## src/rtl/fetch_pkg.sv

```systemverilog
// Shared definitions for the instruction fetch unit: FSM encoding, word width,
// default NOP encoding and the buffered {instr, pc} entry layout.
package fetch_pkg;

    localparam int INSTR_W = 32;
    localparam logic [INSTR_W-1:0] NOP_WORD = 32'h0000_0013;

    typedef enum logic [1:0] {
        ST_IDLE  = 2'd0,
        ST_REQ   = 2'd1,
        ST_WAIT  = 2'd2,
        ST_DRAIN = 2'd3
    } fetch_state_t;

    typedef struct packed {
        logic [INSTR_W-1:0] instr;
        logic [INSTR_W-1:0] pc;
    } fetch_entry_t;

    function automatic logic [INSTR_W-1:0] word_align(input logic [INSTR_W-1:0] addr);
        return addr & ~32'd3;
    endfunction

endpackage

```

## src/rtl/fetch_buf.sv

```systemverilog
// Small FIFO holding fetched {instr, pc} entries between memory and decode.
// Flush wins over push and pop; control state is reset, storage is not.
module fetch_buf #(
    parameter int DEPTH = 1,
    parameter int WIDTH = 64,
    parameter int CNT_W = $clog2(DEPTH + 1)
) (
    input  logic             clk,
    input  logic             rst,
    input  logic             push,
    input  logic             pop,
    input  logic             flush,
    input  logic [WIDTH-1:0] din,
    output logic [WIDTH-1:0] dout,
    output logic             full,
    output logic             empty,
    output logic [CNT_W-1:0] count
);

    localparam int PTR_W = (DEPTH > 1) ? $clog2(DEPTH) : 1;
    localparam int SLOTS = 1 << PTR_W;

    logic [WIDTH-1:0] mem [SLOTS];
    logic [PTR_W-1:0] rd_ptr;
    logic [PTR_W-1:0] wr_ptr;
    logic             do_push;
    logic             do_pop;

    function automatic logic [PTR_W-1:0] ptr_inc(input logic [PTR_W-1:0] p);
        if (p == PTR_W'(DEPTH - 1))
            return '0;
        return p + 1'b1;
    endfunction

    assign do_pop  = pop && !empty;
    assign do_push = push && (!full || do_pop);

    always_ff @(posedge clk or posedge rst) begin
        if (rst) begin
            rd_ptr <= '0;
            wr_ptr <= '0;
            count  <= '0;
        end else if (flush) begin
            rd_ptr <= '0;
            wr_ptr <= '0;
            count  <= '0;
        end else begin
            if (do_push)
                wr_ptr <= ptr_inc(wr_ptr);
            if (do_pop)
                rd_ptr <= ptr_inc(rd_ptr);
            count <= count + CNT_W'(do_push) - CNT_W'(do_pop);
        end
    end

    always_ff @(posedge clk) begin
        if (do_push && !flush)
            mem[wr_ptr] <= din;
    end

    assign dout  = mem[rd_ptr];
    assign empty = (count == '0);
    assign full  = (count == CNT_W'(DEPTH));

endmodule

```

## src/rtl/fetch.sv

```systemverilog
// Instruction fetch: one outstanding imem request, redirect flush, output FIFO.
// Define FETCH_SKID_BUF_EN for a 2-entry buffer; default build uses 1 entry.
module fetch
    import fetch_pkg::*;
#(
    parameter logic [31:0] RESET_PC  = 32'h0000_0000,
    parameter logic [31:0] NOP_INSTR = NOP_WORD
) (
    input  logic        clk,
    input  logic        rst,
    output logic        imem_req,
    output logic [31:0] imem_addr,
    input  logic        imem_ack,
    input  logic [31:0] imem_rdata,
    input  logic        redirect,
    input  logic [31:0] redirect_pc,
    input  logic        stall,
    output logic [31:0] instr,
    output logic [31:0] instr_pc,
    output logic        instr_valid
);

`ifdef FETCH_SKID_BUF_EN
    localparam int BUF_DEPTH = 2;
`else
    localparam int BUF_DEPTH = 1;
`endif
    localparam int CNT_W = $clog2(BUF_DEPTH + 1);

    fetch_state_t     state;
    fetch_state_t     state_n;
    logic [31:0]      pc;
    logic [31:0]      pc_n;
    logic [31:0]      last_pc;
    logic [31:0]      redirect_aligned;
    logic             armed;
    logic             push;
    logic             pop;
    logic             buf_full;
    logic             buf_empty;
    logic             buf_free;
    logic             space_after;
    logic [CNT_W-1:0] buf_count;
    logic [CNT_W:0]   occ_after;
    fetch_entry_t     push_entry;
    fetch_entry_t     head;

    assign redirect_aligned = word_align(redirect_pc);
    assign pop              = !buf_empty && !stall;
    assign buf_free         = !buf_full || pop;
    assign occ_after        = (CNT_W+1)'(buf_count) + (CNT_W+1)'(1) - (CNT_W+1)'(pop);
    assign space_after      = occ_after < (CNT_W+1)'(BUF_DEPTH);
    assign push_entry       = '{instr: imem_rdata, pc: pc};

    // armed delays the first request by one edge after reset release
    always_ff @(posedge clk or posedge rst) begin
        if (rst) begin
            state   <= ST_IDLE;
            pc      <= word_align(RESET_PC);
            last_pc <= word_align(RESET_PC);
            armed   <= 1'b0;
        end else begin
            state <= state_n;
            pc    <= pc_n;
            armed <= 1'b1;
            if (!buf_empty)
                last_pc <= head.pc;
        end
    end

    always_comb begin
        state_n  = state;
        pc_n     = pc;
        push     = 1'b0;
        imem_req = 1'b0;
        case (state)
            ST_IDLE: begin
                if (redirect)
                    pc_n = redirect_aligned;
                else if (armed && buf_free)
                    state_n = ST_REQ;
            end
            ST_REQ: begin
                imem_req = 1'b1;
                if (redirect) begin
                    pc_n    = redirect_aligned;
                    state_n = ST_DRAIN;
                end else begin
                    state_n = ST_WAIT;
                end
            end
            ST_WAIT: begin
                if (redirect) begin
                    pc_n    = redirect_aligned;
                    state_n = imem_ack ? ST_REQ : ST_DRAIN;
                end else if (imem_ack) begin
                    push    = 1'b1;
                    pc_n    = pc + 32'd4;
                    state_n = space_after ? ST_REQ : ST_IDLE;
                end
            end
            ST_DRAIN: begin
                // the pending ack belongs to a flushed request and is dropped
                if (redirect)
                    pc_n = redirect_aligned;
                if (imem_ack)
                    state_n = ST_REQ;
            end
            default: state_n = ST_IDLE;
        endcase
    end

    fetch_buf #(
        .DEPTH (BUF_DEPTH),
        .WIDTH ($bits(fetch_entry_t)),
        .CNT_W (CNT_W)
    ) u_buf (
        .clk   (clk),
        .rst   (rst),
        .push  (push),
        .pop   (pop),
        .flush (redirect),
        .din   (push_entry),
        .dout  (head),
        .full  (buf_full),
        .empty (buf_empty),
        .count (buf_count)
    );

    assign imem_addr   = pc;
    assign instr_valid = !buf_empty;
    assign instr       = buf_empty ? NOP_INSTR : head.instr;
    assign instr_pc    = buf_empty ? last_pc : head.pc;

endmodule

```

## config.mk

```make
export PLATFORM = sky130hd
export DESIGN_NAME = fetch
export DESIGN_NICKNAME = d
export VERILOG_FILES = /design/src/rtl/fetch_pkg.sv /design/src/rtl/fetch_buf.sv /design/src/rtl/fetch.sv
export SDC_FILE = /design/constraint.sdc
export NUM_CORES = 1
export LEC_CHECK = 0
export BUFFER_PORTS_ARGS = -buffer_cell sky130_fd_sc_hd__buf_2
export CAP_MARGIN = 20
export CORE_MARGIN = 2
export CORE_UTILIZATION = 51
export CTS_CLUSTER_DIAMETER = 30
export CTS_CLUSTER_SIZE = 10
export DETAILED_ROUTE_END_ITERATION = 8
export HOLD_SLACK_MARGIN = 0.1
export PLACE_DENSITY = 0.78
export REMOVE_ABC_BUFFERS = 1
export SYNTH_ARGS = -nofsm -noshare
export SYNTH_HDL_FRONTEND = slang
export SYNTH_SLANG_ARGS = --single-unit
```

## constraint.sdc

```tcl
create_clock -name clk -period 3.56 [get_ports clk]
set_input_delay 0.356 -clock clk [delete_from_list [all_inputs] [get_ports clk]]
set_output_delay 0.356 -clock clk [all_outputs]
set_load 0.03 [all_outputs]
```

### Word-level counts from Yosys, hierarchy flattened

Memories as Yosys holds them, arrays and structs flattened.
Index checks and enable logic that the tools add are counted.

* add/subtract/negate cells: 7
* magnitude comparators: 1
* equality and inequality tests: 8
* multiplexer cells: 36
* reduce and logical (&&, ||, !) cells: 16

Operators by type and width (count)
* two-way mux 32 bit: 5
* one-hot mux 32 bit (2 select lines): 1
* adder 32 x 3 -> 32 bit, second input constant: 1
* two-way mux 1 bit: 23
* two-way mux 2 bit: 6
* one-hot mux 2 bit (4 select lines): 1
* != test 2 bit, second input constant: 3
* logical AND 1 bit: 5
* == test 2 bit, second input constant: 2
* AND reduction 4 bit: 1
* nonzero test 2 bit: 2
* zero test 1 bit: 3
* != test 3 bit, second input constant: 1
* OR reduction 3 bit: 1
* adder 1 bit, second input constant: 2
* adder 1 x 1 -> 2 bit, second input constant: 1
* == test 2 x 1 -> 1 bit, second input constant: 1
* zero test 2 bit: 1
* logical OR 1 bit: 2
* < comparator 2 x 1 -> 1 bit, second input constant: 1
* != test 2 x 1 -> 1 bit, second input constant: 1
* AND reduction 2 bit: 1
* subtractor 2 x 1 -> 2 bit: 1
* adder 1 bit: 1
* subtractor 1 bit: 1

* flip-flop bits (word level): 70
* memory bits (writable): 128
* bits of input ports: 69
* logic and storage cells: 76
* memories kept: 1

Memory list
* u_buf.mem: depth 2, bits a word 64, read ports 1, clocked after memory_dff 0, wr ports 1, RTL line fetch_buf.sv:23 `logic [WIDTH-1:0] mem [SLOTS];`

### Depth between registers and ports, before layout

Gate-level depths: netlist of run 1.

* depth in word-level cells: 10
* depth in mapped cells: 8
* mapped depth without buffers: 7

### Hierarchy

Synthesis of run 1 repeated with hierarchy kept, for this count alone.

* cell total of the unflattened synthesis: 423
* area total of the unflattened synthesis: 5477.8 um^2

By module, submodules not included
* fetch: times used 1, cells an instance 352, area an instance 3479.6 um^2, sequential area each 1626.6 um^2
* fetch_buf: times used 1, cells an instance 71, area an instance 1998.2 um^2, sequential area each 1946.9 um^2

### Least setup slack after synthesis of run 1

OpenSTA, ideal clock, no wires.

* kind: register to register
* start point: reg state[0]
* end point: mem u_buf.mem[0][10], enable pin
* library setup time: 427 ps
* arrival: 2233 ps
* required time: 3133 ps
* slack: 900 ps
* cell stages (with the launch flop): 4
* path buffers: 0
* clock period less this slack: 2660 ps
* cell sequence: dfrtp_1 -> inv_1 -> ha_1 -> and3_1

* longest elaborated chain between the ends: 6

RTL lines
* from (decl): RTL line fetch.sv:30 `fetch_state_t state;`
* from (signal assigned): RTL line fetch.sv:63 `state <= state_n;`
* == test 2 bit: RTL line fetch.sv:76 `case (state)`
* two-way mux 1 bit: RTL line fetch.sv:76
* logical AND 1 bit: RTL line fetch_buf.sv:36 `assign do_push = push && (!full || do_pop);`
* logical AND 1 bit: RTL line fetch_buf.sv:57 `if (do_push && !flush)`
* two-way mux 1 bit: RTL line fetch_buf.sv:57
* two-way mux 1 bit (implied by the code): RTL line fetch_buf.sv:58 `mem[wr_ptr] <= din;`
* to (decl): RTL line fetch_buf.sv:23

No other way between the ends.

### Final worst setup path of run 1

* start point: reg u_buf.count
* end point: out instr_pc[19]

* longest elaborated chain between the ends: 1

RTL lines
* from (decl): RTL line fetch_buf.sv:17 `output logic [CNT_W-1:0] count`
* from (signal assigned): RTL line fetch_buf.sv:52 `count <= count + CNT_W'(do_push) - CNT_W'(do_pop);`
* two-way mux 32 bit
* to (decl): RTL line fetch.sv:19 `output logic [31:0] instr_pc,`

No other way between the ends.

==> flow_summary_export.csv, run 1 <==
group,metric,value,unit
timing,whs,114,ps
timing,rsz0062_at_grt,"no",
drt,drt_iter0_drc,368,
placement,dp_hpwl,8000,um
cells_and_area,drive_gt1_frac,0.374,
cells_and_area,fin_cells,775,
grt,grt_max_degree,67,
clock_tree,clk_pin_slew,60,ps
cells_and_area,antennaDiodeCount,0,
power_and_ir_drop,p_clk_frac,0.343,
floorplanning,num_rows,37,
logic_synthesis,syn_inst,404,
grt,track_usage,0.243,
clock_tree,clk-insertion-delay-late,520,ps
timing,setup-violations-final,0,
timing,finalSetupTns,0,ps
setup_path,required,3200,ps
setup_path,crit_cells,3,
drt,wl_met2,6520,um
power_and_ir_drop,p_int,3.41,mW
hold_path,hold_path.class,"in2reg",
logic_synthesis,synth-main-ff-cell,"dfrtp_1",
setup_path,r2r_setup_slack,1390,ps
job,maxCapViolations,0,
timing,max_slew_margin,0.414,
floorplanning,core,0.0102,mm^2
logic_synthesis,synth_edf_count,62,
grt,antenna_found_initial,0,
placement,place.gp.congestion,0.894,
logic_synthesis,yosys_warnings,0,
timing,skew,7.98,ps
power_and_ir_drop,swShare,0.333,
timing,hold_viol_final,0,
power_and_ir_drop,pwr-share-seq,0.382,
logic_synthesis,synthesis.area,0.00528,mm^2
drt,viasPerCell,5.22,
setup_path,max_stage_delay,510,ps
cells_and_area,num-fill-cells,701,
setup_path,reg2regPathDepth,8,
clock_tree,cts_tree,"built",
power_and_ir_drop,vdd.ir_drop.worst,0.304,mV
clock_tree,numCtsBuffers,17,
timing,max_clock_freq,414,MHz
placement,numPlacedInstances,688,
setup_path,timing.rr.start,"state[0]$_DFFE_PP0P_",
placement,portBuffers,162,
logic_synthesis,synth-seq-cells,128,
cells_and_area,final_cell_mix,"buf_2 (162), dfrtp_1 (65), edfxtp_1 (62)",
setup_path,arrival,2060,ps
power_and_ir_drop,pwr-share-comb,0.274,
setup_path,critPathKind,"reg2out",
logic_synthesis,avgSynthCellArea,13.1,um^2
cells_and_area,seq_area,0.00351,mm^2
logic_synthesis,ys_types,43,
placement,dpl-instance-area,0.00623,mm^2
setup_path,crit_buf_inv,2,
setup_path,slowest_stage,"buf_4",
drt,drt_pass1_iterations,5,
cells_and_area,design_area,0.00739,mm^2
grt,grt_pass1_wl,20600,um
clock_tree,cts_htree_levels,4,
setup_path,path_max_fanout,66,
drt,antenna_left,0,
timing,worst_pin_slew,878,ps
logic_synthesis,async_reset_ff_frac,0.516,
setup_path,cp_cell_sequence,"buf_4 -> mux2_2 -> buf_2",
setup_path,r2r-end,"imem_addr[26]$_DFFE_PP0P_",
clock_tree,clockRootBuffer,"clkbuf_8",
setup_path,crit_end,"instr_pc[19]",
drt,wl_met1,5300,um
setup_path,startpoint,"u_buf.count$_DFF_PP0_",
cells_and_area,area_growth,40.0,%
logic_synthesis,synth-seq-area-share,0.665,
setup_path,cp_top_family,"buffers and inverters",
run_status,status,"completed",
floorplanning,die_x,106,um
drt,wl_per_cell,16.9,um
floorplanning,pin_count,167,
grt,grt_pass1_vias,4089,
drt,num_vias,4048,
cells_and_area,nets,701,
timing,period_minus_slack,2420,ps
clock_tree,postCtsSetupBuffers,0,
clock_tree,clk_path_buf_depth,2,
cells_and_area,final_common_cell,"buf_2",
power_and_ir_drop,power_leakage,3.24,nW
cells_and_area,multi_input_area,0.00165,mm^2
clock_tree,clock_sinks,128,
floorplanning,dieArea,0.0112,mm^2
clock_tree,cts_resized,0,
setup_path,end_kind,"output pin",
grt,grt_overflow,0,
setup_path,cp-start-kind,"register",
timing,slew_viol_final,0,
floorplanning,die_y,106,um
drt,wl_met3,795,um
drt,routed_wl,13100,um
drt,drc,0,
power_and_ir_drop,power.density,692,mW/mm^2
floorplanning,start_util,0.518,
drt,top_layer,"met4",
timing,period_share,0.679,
power_and_ir_drop,switchingPower,1.70,mW
==> what timing repair did <==
item                                    CTS  global route
endpoints found under the setup margin    0             0
hold endpoints to repair                 53            20
hold buffers                             53             1
==> per-stage QoR <==
step                      worst slack (ps)  power (mW)  utilization
after floorplan                        226        2.91            -
after global placement                1220        3.28        0.612
after detailed placement              1190        3.33        0.612
after CTS                             1110        5.13        0.723
after global routing                  1030        5.32        0.726
final                                 1140        5.11        0.726
==> layer usage <==
metal / vias up / GRT usage
li1: 1875 / -
met1: 1960 / 0.295
met2: 182 / 0.404
met3: 31 / 0.0569
met4: 0 / 0.126
met5: - / 0
==> Yosys cell counts, drive strengths merged, types with 2 or more instances <==
| library cell | n | area, um^2 |
|---|---|---|
| a21oi | 12 | 60.1 |
| a41oi | 2 | 17.5 |
| and2 | 31 | 194 |
| and3 | 7 | 43.8 |
| buf | 4 | 23.8 |
| clkbuf | 15 | 57.6 |
| conb | 2 | 7.51 |
| dfrtp | 66 | 1650 |
| edfxtp | 62 | 1860 |
| ha | 6 | 75.1 |
| inv | 10 | 37.5 |
| mux2 | 31 | 349 |
| mux2i | 2 | 20.0 |
| nand2 | 36 | 138 |
| nand2b | 6 | 37.5 |
| nand3 | 13 | 65.1 |
| nand4 | 12 | 81.3 |
| nor2 | 15 | 56.3 |
| nor2b | 4 | 25.0 |
| nor3 | 5 | 35.0 |
| nor4 | 2 | 27.5 |
| o21ai | 29 | 145 |
| o22ai | 3 | 18.8 |
| xnor2 | 5 | 43.8 |
| xor2 | 13 | 114 |
==> tightest hold or removal path, delay by kind of cell <==
| family | cells | cell delay [ps] |
|---|---|---|
| buffers and inverters | 2 | 150 |
| AOI/OAI and AO/OA | 1 | 80 |
==> cell type report <==
cell class / instances / share of cell area
Sequential cell: 128 / 0.476
Clock inverter: 12 / 0.0212
Timing Repair Buffer: 221 / 0.191
Inverter: 10 / 0.00508
Multi-Input combinational cell: 248 / 0.224
Clock buffer: 20 / 0.0603
Tap cell: 136 / 0.0230
==> worst min path at each step <==
stage                          endpoint  depth (start not counted)                       start  slack (ps)
3_5_place_dp      last_pc[30]$_DFF_PP0_                          1  u_buf.mem[0][30]$_DFFE_PP_         480
5_1_grt        imem_addr[7]$_DFFE_PP0P_                          3              redirect_pc[7]         110
6_report       imem_addr[7]$_DFFE_PP0P_                          3              redirect_pc[7]         110
3_3_place_gp      last_pc[18]$_DFF_PP0_                          1  u_buf.mem[0][18]$_DFFE_PP_         470
2_1_floorplan     u_buf.count$_DFF_PP0_                          1                    redirect         420
4_1_cts        imem_addr[7]$_DFFE_PP0P_                          3              redirect_pc[7]         100
==> power groups by stage <==
stage               Combinational, mW  Clock (mW)  Sequential (mW)
finish                           1.40        1.76             1.95
detailed placement               1.35           0             1.98
CTS                              1.41        1.77             1.95
global placement                 1.32           0             1.96
global route                     1.50        1.84             1.98
floorplan                       0.875           0             2.04
==> cell families after synthesis <==
kind of cell / share of synthesized area
mux: 0.0699
fa+ha+maj: 0.0142
buf+inv: 0.0225
simple gates: 0.136
other cells: 0.00142
xor+xnor: 0.0299
compound gates: 0.0611
flops: 0.665
==> flip-flops by register name (all words and copies together) (netlist names) <==
register	count
u_buf.mem	62
last_pc	32
imem_addr	30
state	2
armed	1
u_buf.count	1
Note: power is estimated with default switching activity, not from simulation.
==> run 2, diff against run 1 <==
--- a/config.mk
+++ b/config.mk
@@ -8,12 +8,12 @@
 export BUFFER_PORTS_ARGS = -buffer_cell sky130_fd_sc_hd__buf_2
 export CAP_MARGIN = 20
 export CORE_MARGIN = 2
-export CORE_UTILIZATION = 51
+export CORE_UTILIZATION = 46
 export CTS_CLUSTER_DIAMETER = 30
 export CTS_CLUSTER_SIZE = 10
 export DETAILED_ROUTE_END_ITERATION = 8
 export HOLD_SLACK_MARGIN = 0.1
-export PLACE_DENSITY = 0.78
+export PLACE_DENSITY = 0.74
 export REMOVE_ABC_BUFFERS = 1
 export SYNTH_ARGS = -nofsm -noshare
 export SYNTH_HDL_FRONTEND = slang
==> constraint.sdc (replaced) <==
create_clock -name clk -period 2.2 [get_ports clk]
set_input_delay 0.22 -clock clk [delete_from_list [all_inputs] [get_ports clk]]
set_output_delay 0.22 -clock clk [all_outputs]
set_load 0.03 [all_outputs]
==> run 2 against run 1 <==
Combinational power increased by 64%. Critical path depth unchanged. Sequential power increased by 63%. Clock skew increased by 4.9 ps. Count of clock-buffer cells in the layout decreased by 3. Non-clock buffer count increased by 14. Sequential share of layout area decreased by 0.78 points. Cell count increased by 2.7%. Register-to-register slack got worse by 1200 ps. Final area increased by 1.7%. Largest power group unchanged. Highest routed layer unchanged.
==> flow_summary_export.csv, run 2 (synthesis gave the netlist of run 1 again) <==
group,metric,value,unit
grt,track_usage,0.216,
clock_tree,cts_tree,"built",
timing,setup-violations-final,0,
setup_path,critPathKind,"reg2out",
clock_tree,clockRootBuffer,"clkbuf_16",
cells_and_area,antennaDiodeCount,0,
floorplanning,dieArea,0.0124,mm^2
cells_and_area,nets,715,
cells_and_area,drive_gt1_frac,0.384,
grt,antenna_found_initial,0,
cells_and_area,fin_cells,796,
drt,antenna_left,0,
setup_path,path_max_fanout,41,
floorplanning,core,0.0113,mm^2
hold_path,hold_path.class,"in2reg",
cells_and_area,final_cell_mix,"buf_2 (162), dfrtp_1 (65), edfxtp_1 (62)",
clock_tree,hold_buffers,58,
clock_tree,cts_resized,0,
power_and_ir_drop,vdd.ir_drop.worst,0.641,mV
setup_path,arrival,1900,ps
drt,drt_iter0_drc,285,
drt,viasPerCell,5.08,
power_and_ir_drop,swShare,0.339,
clock_tree,postCtsSetupBuffers,0,
drt,num_vias,4047,
timing,period_minus_slack,2120,ps
floorplanning,num_rows,39,
drt,drc,0,
grt,grt_max_degree,67,
setup_path,end_kind,"output pin",
power_and_ir_drop,switchingPower,2.79,mW
placement,dp_hpwl,8390,um
clock_tree,clk_path_buf_depth,2,
cells_and_area,top_register,"u_buf.mem",
clock_tree,cts_htree_levels,4,
floorplanning,pin_count,167,
clock_tree,clk-insertion-delay-late,420,ps
floorplanning,start_util,0.466,
power_and_ir_drop,pwr-share-comb,0.280,
setup_path,required,1980,ps
grt,grt_overflow,0,
timing,hold_viol_final,0,
run_status,status,"completed",
placement,place.gp.congestion,0.863,
drt,drt_pass1_iterations,5,
clock_tree,numCtsBuffers,17,
power_and_ir_drop,power.density,1090,mW/mm^2
timing,max_clock_freq,472,MHz
timing,skew,12.9,ps
cells_and_area,design_area,0.00751,mm^2
timing,period_share,0.963,
cells_and_area,largest_reg_flops,62,
drt,wl_per_cell,16.5,um
cells_and_area,finish.utilization,0.664,
grt,grt_pass1_wl,20700,um
setup_path,cp-start-kind,"register",
placement,numPlacedInstances,706,
cells_and_area,final_common_cell,"buf_2",
power_and_ir_drop,finalPower,8.22,mW
clock_tree,clk_pin_slew,60,ps
clock_tree,clock_sinks,128,
job,maxCapViolations,0,
drt,routed_wl,13200,um
power_and_ir_drop,power_leakage,3.29,nW
power_and_ir_drop,p_int,5.43,mW
placement,portBuffers,162,
placement,dpl-instance-area,0.00634,mm^2
power_and_ir_drop,pwr-share-seq,0.386,
timing,slew_viol_final,0,
grt,grt_pass1_vias,4133,
floorplanning,die_y,111,um
cells_and_area,area_growth,42.3,%
power_and_ir_drop,p_clk_frac,0.334,
floorplanning,die_x,111,um
timing,rsz0062_at_grt,"no",
## run 2: cell types whose count changed in the layout (fill, tap and decap cells not counted), moves of 2 or more
cell,before,now
buf_4,3,12
clkbuf_8,3,0
clkinv_4,1,4
clkinvlp_4,3,5
dlygate4sd3_1,54,58
inv_6,3,1
## run 2: worst max-delay path: stages (launching register included)
cell and delay [ps]:
dfrtp_2 630, buf_12 270, mux2_2 370, buf_2 190
## run 2: area by class of cell
class                   instances  area [um^2]
clock buffers                  17          425
multi-input cells             248         1650
repair buffers                235         1540
clock inverters                15          163
fillers                       820         3810
flip-flops and latches        128         3510
well taps                     143          179
inverters                      10         37.5
## run 2: per-stage QoR
stage | setup TNS, ps | hold WS, ps | setup slack [ps]
after global placement | 0 | 323 | 234
after CTS | 0 | 108 | 61.6
after floorplan | -70310 | 286 | -1130
final | 0 | 117 | 82.1
after global routing | 0 | 125 | 5.78
after detailed placement | 0 | 322 | 162
## run 2: power by group through the flow
stage                     Sequential [mW]  Combinational [mW]  Clock [mW]
after floorplan                      3.30                1.42           0
after global placement               3.18                2.17           0
after detailed placement             3.21                2.22           0
after CTS                            3.17                2.31        2.78
after global routing                 3.21                2.46        2.90
final                                3.17                2.30        2.75
## run 2: routing by layer
metal	part of all wire	track usage
met1	0.42	0.266
met2	0.50	0.355
met3	0.060	0.0618
met4	0.024	0.0996
met5	0	0
## run 2: worst paths after layout
kind / cells past startpoint / endpoint / start / slack (ps)
max in group asynchronous: 4 / u_buf.count$_DFF_PP0_ / rst / 1460
setup reg to reg: 8 / imem_addr[26]$_DFFE_PP0P_ / state[0]$_DFFE_PP0P_ / 150
hold / removal: 3 / imem_addr[9]$_DFFE_PP0P_ / redirect_pc[9] / 120
setup / recovery: 3 / instr_pc[12] / u_buf.count$_DFF_PP0_ / 80
min in group asynchronous: 4 / last_pc[10]$_DFF_PP0_ / rst / 420
hold reg to reg: 1 / last_pc[5]$_DFF_PP0_ / u_buf.mem[0][5]$_DFFE_PP_ / 490
==> run 3, diff against run 2 <==
--- a/config.mk
+++ b/config.mk
@@ -7,8 +7,10 @@
 export LEC_CHECK = 0
 export BUFFER_PORTS_ARGS = -buffer_cell sky130_fd_sc_hd__buf_2
 export CAP_MARGIN = 20
+export CELL_PAD_IN_SITES_DETAIL_PLACEMENT = 0
+export CELL_PAD_IN_SITES_GLOBAL_PLACEMENT = 2
 export CORE_MARGIN = 2
-export CORE_UTILIZATION = 46
+export CORE_UTILIZATION = 30
 export CTS_CLUSTER_DIAMETER = 30
 export CTS_CLUSTER_SIZE = 10
 export DETAILED_ROUTE_END_ITERATION = 8
==> run 3 against run 2 <==
Global-route usage shrank 6.9 points. Sequential power is essentially flat. Worst setup slack gained 45 ps. Non-clock buffer count is the same. Sequential share of layout area shrank 0.55 points. Count of clock-buffer cells in the layout grew 3. Critical path type unchanged. Critical endpoint is now instr_pc[27]. Largest power group unchanged.
==> flow_summary_export.csv, run 3 (synthesis gave the netlist of run 1 again) <==
group,metric,value,unit
timing,period_share,0.942,
timing,rsz0062_at_grt,"no",
power_and_ir_drop,swShare,0.334,
grt,grt_overflow,0,
timing,hold_viol_final,0,
setup_path,arrival,1850,ps
clock_tree,cts_resized,0,
placement,place.gp.congestion,0.761,
floorplanning,core,0.0172,mm^2
clock_tree,clk_path_buf_depth,2,
setup_path,critPathKind,"reg2out",
placement,portBuffers,162,
setup_path,crit_end,"instr_pc[27]",
power_and_ir_drop,switchingPower,2.71,mW
grt,track_usage,0.148,
grt,grt_pass1_wl,20700,um
clock_tree,clk-insertion-delay-late,420,ps
power_and_ir_drop,pwr-share-seq,0.389,
clock_tree,cts_htree_levels,4,
setup_path,reg2regPathDepth,7,
drt,wl_per_cell,15.4,um
clock_tree,postCtsSetupBuffers,0,
power_and_ir_drop,power.density,1070,mW/mm^2
grt,grt_max_degree,57,
cells_and_area,top_register,"u_buf.mem",
grt,grt_pass1_vias,3908,
clock_tree,cts_tree,"built",
timing,worst_pin_slew,645,ps
placement,dpl-instance-area,0.00646,mm^2
setup_path,end_kind,"output pin",
timing,period_minus_slack,2070,ps
timing,slew_viol_final,0,
clock_tree,clock_sinks,128,
setup_path,path_max_fanout,56,
drt,num_vias,3912,
setup_path,cp-start-kind,"register",
floorplanning,num_rows,48,
timing,skew,13.3,ps
power_and_ir_drop,p_int,5.39,mW
timing,max_slew_margin,0.569,
hold_path,hold_path.class,"in2reg",
power_and_ir_drop,pwr-share-comb,0.283,
power_and_ir_drop,finalPower,8.10,mW
cells_and_area,antennaDiodeCount,0,
floorplanning,dieArea,0.0187,mm^2
grt,antenna_found_initial,0,
clock_tree,clk_pin_slew,60,ps
clock_tree,numCtsBuffers,17,
setup_path,r2r_setup_slack,170,ps
setup_path,r2r-end,"imem_addr[26]$_DFFE_PP0P_",
floorplanning,die_x,137,um
floorplanning,die_y,137,um
timing,whs,119,ps
timing,max_clock_freq,482,MHz
setup_path,timing.rr.start,"state[0]$_DFFE_PP0P_",
power_and_ir_drop,power_leakage,3.28,nW
drt,drc,0,
timing,finalSetupTns,0,ps
timing,setup_ws,127,ps
power_and_ir_drop,p_clk_frac,0.328,
drt,drt_iter0_drc,162,
placement,dp_hpwl,9320,um
setup_path,startpoint,"u_buf.count$_DFF_PP0_",
placement,place_ws,171,ps
cells_and_area,design_area,0.00760,mm^2
run_status,status,"completed",
cells_and_area,area_growth,44.0,%
drt,viasPerCell,4.46,
power_and_ir_drop,vdd.ir_drop.worst,0.530,mV
floorplanning,pin_count,167,
job,maxCapViolations,0,
cells_and_area,largest_reg_flops,62,
floorplanning,start_util,0.306,
cells_and_area,final_cell_mix,"buf_2 (162), dfrtp_1 (65), edfxtp_1 (62)",
clock_tree,clockRootBuffer,"clkbuf_16",
drt,routed_wl,13500,um
drt,drt_pass1_iterations,4,
cells_and_area,drive_gt1_frac,0.374,
cells_and_area,nets,715,
setup_path,required,1980,ps
drt,antenna_left,0,
timing,setup-violations-final,0,
cells_and_area,final_common_cell,"buf_2",
run 3: final cells by class:
type                    count  area [um^2]
clock buffers              20          437
inverters                  10         38.8
fillers                  1617         9630
flip-flops and latches    128         3510
clock inverters            12          119
multi-input cells         248         1660
repair buffers            235         1560
well taps                 225          282
run 3: per-layer routing:
layer / GRT usage / part of all wire / routed length [um]
met3: 0.0415 / 0.058 / 779
met4: 0.0503 / 0.0083 / 112
met2: 0.240 / 0.48 / 6530
met1: 0.189 / 0.45 / 6080
met5: 0 / 0 / 0
run 3: how the worst min path moves through the flow:
stage / from / end / slack [ps] / depth (start not counted)
5_1_grt: redirect_pc[13] / imem_addr[13]$_DFFE_PP0P_ / 130 / 3
3_5_place_dp: rst / imem_addr[10]$_DFFE_PP0P_ / 330 / 2
3_3_place_gp: rst / last_pc[6]$_DFF_PP0_ / 330 / 2
6_report: imem_ack / u_buf.count$_DFF_PP0_ / 120 / 3
2_1_floorplan: redirect / u_buf.count$_DFF_PP0_ / 290 / 1
4_1_cts: imem_ack / u_buf.count$_DFF_PP0_ / 100 / 3
run 3: critical path, cell delays in order (launching register included):
cell	delay (ps)
dfrtp_2	560
buf_12	280
mux2_2	380
buf_2	190
run 3: repair_timing:
item	CTS	global route
hold buffers	59	0
endpoints found under the hold margin	89	0
endpoints found under the setup margin	0	0
run 3: through the flow:
| step | utilization | cells |
|---|---|---|
| 2_1_floorplan | - | 386 |
| 3_3_place_gp | 0.375 | 787 |
| 3_5_place_dp | 0.375 | 787 |
| 4_1_cts | 0.441 | 878 |
| 5_1_grt | 0.441 | 878 |
| 6_report | 0.441 | 878 |
run 3: power by group through the flow:
stage | Clock, mW | Combinational [mW] | Sequential (mW)
2_1_floorplan | 0 | 1.42 | 3.30
3_3_place_gp | 0 | 2.21 | 3.19
3_5_place_dp | 0 | 2.24 | 3.21
4_1_cts | 2.74 | 2.33 | 3.16
5_1_grt | 2.84 | 2.47 | 3.21
6_report | 2.65 | 2.30 | 3.15
